===== src/rtl/ifetch_queue.sv =====
// Instruction-fetch front end: owns the PC, issues sequential fetches to a
// 1-cycle synchronous instruction RAM, buffers returned words with their PC
// in a DEPTH-entry circular FIFO and presents the head on a valid/ready port.
// A taken branch flushes the FIFO, drops any in-flight response and redirects.
module ifetch_queue #(
    parameter int unsigned       ADDR_W   = 32,
    parameter int unsigned       INSTR_W  = 32,
    parameter int unsigned       DEPTH    = 4,
    parameter logic [ADDR_W-1:0] RESET_PC = '0,
    parameter logic [ADDR_W-1:0] PC_STEP  = ADDR_W'(4)
) (
    input  logic                         clk,
    input  logic                         reset,
    output logic [ADDR_W-1:0]            imem_addr,
    output logic                         imem_req,
    input  logic [INSTR_W-1:0]           imem_rdata,
    input  logic                         br_taken,
    input  logic [ADDR_W-1:0]            br_target,
    output logic                         out_valid,
    input  logic                         out_ready,
    output logic [INSTR_W-1:0]           out_instr,
    output logic [ADDR_W-1:0]            out_pc,
    output logic [$clog2(DEPTH+1)-1:0]   occupancy,
    output logic                         ovf_err
);

    localparam int unsigned PTR_W = (DEPTH > 1) ? $clog2(DEPTH) : 1;
    localparam int unsigned OCC_W = $clog2(DEPTH + 1);
    localparam int unsigned CRD_W = OCC_W + 1;

    logic [ADDR_W-1:0]  r_fetch_pc;
    logic               r_inflight;
    logic [ADDR_W-1:0]  r_inflight_pc;
    logic [PTR_W-1:0]   r_rd_ptr;
    logic [PTR_W-1:0]   r_wr_ptr;
    logic [OCC_W-1:0]   r_occ;
    logic               r_ovf;
    logic [INSTR_W-1:0] r_mem_instr [DEPTH];
    logic [ADDR_W-1:0]  r_mem_pc    [DEPTH];

    logic               w_pop;
    logic               w_push;
    logic               w_full;
    logic               w_wr;
    logic               w_ovf_evt;
    logic [CRD_W-1:0]   w_credit;

    function automatic logic [PTR_W-1:0] ptr_inc(input logic [PTR_W-1:0] p);
        return (p == PTR_W'(DEPTH - 1)) ? '0 : p + PTR_W'(1);
    endfunction

    // Handshake, credit-based issue and FIFO write qualification.
    // Credit counts the in-flight response so a push can never find the FIFO full.
    always_comb begin
        w_pop     = (r_occ != '0) && out_ready && !br_taken;
        w_push    = r_inflight && !br_taken;
        w_full    = (r_occ == OCC_W'(DEPTH));
        w_wr      = w_push && (!w_full || w_pop);
        w_ovf_evt = w_push && w_full && !w_pop;
        w_credit  = {1'b0, r_occ} + CRD_W'(r_inflight) - CRD_W'(w_pop);
        imem_req  = !reset && !br_taken && (w_credit < CRD_W'(DEPTH));
    end

    // PC and in-flight tracking; a redirect replaces the PC and kills the response.
    always_ff @(posedge clk) begin
        if (reset) begin
            r_fetch_pc    <= RESET_PC;
            r_inflight    <= 1'b0;
            r_inflight_pc <= '0;
        end else begin
            r_inflight <= imem_req;
            if (br_taken) begin
                r_fetch_pc <= br_target;
            end else if (imem_req) begin
                r_inflight_pc <= r_fetch_pc;
                r_fetch_pc    <= r_fetch_pc + PC_STEP;
            end
        end
    end

    // FIFO pointers, occupancy and sticky overflow flag.
    always_ff @(posedge clk) begin
        if (reset) begin
            r_rd_ptr <= '0;
            r_wr_ptr <= '0;
            r_occ    <= '0;
            r_ovf    <= 1'b0;
        end else if (br_taken) begin
            r_rd_ptr <= '0;
            r_wr_ptr <= '0;
            r_occ    <= '0;
        end else begin
            if (w_wr) begin
                r_wr_ptr <= ptr_inc(r_wr_ptr);
            end
            if (w_pop) begin
                r_rd_ptr <= ptr_inc(r_rd_ptr);
            end
            r_occ <= r_occ + OCC_W'(w_wr) - OCC_W'(w_pop);
            if (w_ovf_evt) begin
                r_ovf <= 1'b1;
            end
        end
    end

    // FIFO storage: returned word tagged with the PC it was fetched from.
    always_ff @(posedge clk) begin
        if (reset) begin
            for (int unsigned i = 0; i < DEPTH; i++) begin
                r_mem_instr[i] <= '0;
                r_mem_pc[i]    <= '0;
            end
        end else if (w_wr) begin
            r_mem_instr[r_wr_ptr] <= imem_rdata;
            r_mem_pc[r_wr_ptr]    <= r_inflight_pc;
        end
    end

    assign imem_addr = r_fetch_pc;
    assign out_valid = (r_occ != '0);
    assign out_instr = r_mem_instr[r_rd_ptr];
    assign out_pc    = r_mem_pc[r_rd_ptr];
    assign occupancy = r_occ;
    assign ovf_err   = r_ovf;

endmodule


===== config.mk =====
export PLATFORM = sky130hd
export DESIGN_NAME = ifetch_queue
export DESIGN_NICKNAME = d
export VERILOG_FILES = /design/src/rtl/ifetch_queue.sv
export SDC_FILE = /design/constraint.sdc
export NUM_CORES = 1
export LEC_CHECK = 0
export BUFFER_PORTS_ARGS = -buffer_cell sky130_fd_sc_hd__buf_2
export CAP_MARGIN = 15
export CORE_MARGIN = 2
export CORE_UTILIZATION = 25
export CTS_CLUSTER_SIZE = 25
export DETAILED_ROUTE_END_ITERATION = 10
export PLACE_DENSITY = 0.43
export SLEW_MARGIN = 10
export SYNTH_ARGS = -nofsm -noshare
export SYNTH_HDL_FRONTEND = slang
export SYNTH_SLANG_ARGS = --single-unit

===== constraint.sdc =====
create_clock -name clk -period 4 [get_ports clk]
set_clock_uncertainty 0.05 [all_clocks]
set_input_delay 0.2 -clock clk [delete_from_list [all_inputs] [get_ports clk]]
set_output_delay 0.2 -clock clk [all_outputs]
set_load 0.01 [all_outputs]

==> results_dict.tcl <==
set metrics [dict create \
    peakVddDrop_mv 0.201 \
    min_from "br_taken" \
    slew_headroom_pct 42.5 \
    reg2reg_slack_ps 550 \
    core_area_um2 57600 \
    finalCoreUtilization_pct 31.7 \
    p_leak_uw 0.00662 \
    internal-power_uw 6040 \
    dp_hpwl_mm 24.2 \
    grt_pass1_vias 9619 \
    die_h_um 245 \
    setup_violations 0 \
    synthMuxAreaShare_pct 10.1 \
    avgViaCountPerCell 4.35 \
    period_share_pct 89.3 \
    grt_max_degree 65 \
    synth_xor_area_share_pct 1.75 \
    grt_setup_unrepaired "no" \
    p_sw_share_pct 23.1 \
    endpoint_kind "primary output" \
    grt_util_all_layers_pct 13.7 \
    stdcell_area_um2 18200 \
    critPathTopFamily "simple AND/OR/NAND/NOR gates" \
    htree_levels 2 \
    detail-route-antenna-nets 0 \
    synth-edff-count 256 \
    seqPwrFrac_pct 50.0 \
    drive_gt1_share_pct 25.4 \
    synth_top_area_share_pct 52.9 \
    dp_slack_ps 439 \
    ys_ff_latch 331 \
    area_delta_synth_final_pct 25.5 \
    switchingPower_uw 1810 \
    synthTopCellsByArea "edfxtp_1, and2_1, dfxtp_1" \
    die-area_um2 60100 \
    hold_viol 0 \
    synth_fa_ha_area_share_pct 0.826 \
    worst-path-buf-inv 3 \
    cts-root-buf "clkbuf_16" \
    slowest_stage "or4_4" \
    grt-ovfl-total 0 \
    yosys.area.top_type "edfxtp_1" \
    drv_cap 0 \
    antenna_found_initial 0 \
    vias 9003 \
    hold_path.class "input pin to flop" \
    synth.most_common_cell "and2_1" \
    arrival_ps 3320 \
    final_nets 1355 \
    grt_pass1_wl_mm 61.5 \
    clk_pin_slew_ps 60 \
    path_cells "or3_1 > nand2_1 > nor2_1 > ha_1 > inv_1 > ha_1 > and3b_1 > or4_4 > a21o_1 > inv_2 > buf_2" \
    holdPathStages 3 \
    synthFlopType "edfxtp_1" \
    port-buffer-count 169 \
    syn_area_um2 14500 \
    p_per_area_nw_per_um2 430 \
    crit_required_ps 3750 \
    setup_slack_ps 429 \
    wl_mm 41.1 \
    critPathKind "flop to primary output" \
    fin_crit_ps 3570 \
    setup_tns_ps 0 \
    critPathMaxStageDelay_ps 580 \
    cts_made_buffers 40 \
    r2r-start "occupancy[0]" \
    drt_iter0_markers 500 \
    start_util_pct 25.2 \
    route.detailed.drc 0 \
    pwr-share-comb_pct 6.5 \
    worstSetupStartpointType "flop" \
    clk_latency_ps 560 \
    clock_sinks 331 \
    wire_per_inst_um 19.8 \
    pwr-share-clk_pct 43.5 \
    die_x_um 245 \
    synthDistinctLibCells 42 \
    cts_tree "built" \
    yosysSeqAreaShare_pct 63.2 \
    outcome "completed" \
    fillCellCount 5798 \
    synth-simple-area-share_pct 16.0 \
    synth.avg_cell_area_um2 13.9 \
    io_pins 170 \
    antenna_cells 0 \
    ys_warn_count 0 \
    fp-row-count 88 \
    worstMarginPinSlew_ps 863 \
    gp_congestion 0.760 \
    cts_max_path_buffers 3 \
    fmax_mhz 280 \
    synth-compound-area-share_pct 5.66 \
    synth_top_family_by_area "simple AND/OR/NAND/NOR gates" \
    dpl_cell_area_um2 16300 \
    cp_common_cell "ha_1" \
    r2r_end "imem_addr[21]" \
    first_pass_iters 7 \
    async_flop_share_pct 0 \
    min_to "imem_addr[21]" \
    maxSlewViolCount 0 \
    netlist_instances 1048 \
    syn_nets 1125 \
    synthTopCellsByCount "and2_1, edfxtp_1, nand2_1" \
    reg2reg_depth 11 \
    crit_fanout 13 \
]
[power by group through the flow]
stage	Combinational, µW	Clock (µW)	Sequential (µW)
floorplan	237	0	3970
detailed placement	475	0	4000
global placement	473	0	4000
finish	514	3410	3920
global route	562	3650	3940
CTS	530	3520	3930
[placed cells by master, fill, tap and decap left out, drive strengths merged, types with 2 or more instances in the layout]
master	synthesis	routed
nand4	4	4
and2	258	258
nand3	11	11
a211oi	38	38
and4	3	3
clkinv	0	13
nor3b	2	2
inv	15	18
nand2	83	83
buf	17	195
mux4	64	64
and3	5	5
nor3	5	5
or2	4	4
o21bai	2	2
edfxtp	256	256
clkbuf	59	54
nor2	38	38
dlygate4sd3	0	69
ha	8	8
dfxtp	75	75
a21oi	43	43
a2111oi	12	12
or4	2	2
xnor2	29	29
mux2i	3	3
[area by class of cell]
| cell class | count | area, µm² | area share (%) |
|---|---|---|---|
| Clock buffer | 54 | 1090 | 6.00 |
| Clock inverter | 17 | 110 | 0.604 |
| Inverter | 15 | 56.3 | 0.309 |
| Multi-Input combinational cell | 626 | 5030 | 27.6 |
| Sequential cell | 331 | 9200 | 50.4 |
| Tap cell | 765 | 957 | 5.25 |
| Timing Repair Buffer | 264 | 1790 | 9.84 |
[per-stage QoR]
stage	hold WS (ps)	std cells	total power, µW
3_5_place_dp	407	1932	4470
4_1_cts	63.6	2072	7980
2_1_floorplan	295	1048	4210
5_1_grt	105	2072	8150
3_3_place_gp	401	1932	4470
6_report	76.9	2072	7850
[state kept, by name, indices dropped and copies added, names as in the netlist, named ones only]
register	flops
r_mem_instr	128
r_mem_pc	128
imem_addr	32
r_inflight_pc	32
occupancy	3
r_rd_ptr	2
r_wr_ptr	2
ovf_err	1
r_inflight	1
[per-layer routing]
layer  track usage, %  vias to the layer above  share of wire, %
met3             2.29                       53               4.7
met2             22.9                      204                48
met5                0                        -                 0
met1             18.2                     4480                45
li1                 -                     4266                 -
met4             3.82                        0               2.0
[worst max-delay path by stage]
stage                             from  cells after the start            end  slack [ps]
after floorplan           occupancy[0]                     12  imem_addr[21]         800
after global placement    occupancy[0]                     12  imem_addr[25]         550
after detailed placement  occupancy[0]                     11  imem_addr[21]         440
after CTS                 occupancy[0]                     11       imem_req         190
after global routing      occupancy[0]                     11       imem_req         170
final                     occupancy[0]                     11       imem_req         430
[worst register-to-register path, stage by stage, from the launching register on]
cell and delay (ps):
dfxtp_1 340, or3_1 420, nand2_1 150, nor2_1 80, ha_1 200, inv_1 60, ha_1 210, and3b_1 180
or4_4 580, a2111oi_0 640, nor3_1 90, a2111oi_0 340
[timing repair]
action	CTS	global route
buffers inserted	0	0
hold endpoints to repair	164	0
setup endpoints to repair	0	1
gates resized for setup	0	1
hold buffers	69	0
[cells by family (layout without fill, tap and decap cells)]
logic type      count (synthesis)  after routing
compound gates                101            101
xor+xnor                       29             29
fa+ha+maj                       9              9
buf+inv                        91            350
flops                         331            331
mux                            67             67
simple gates                  420            420
Note: power is estimated with default switching activity, not from simulation.
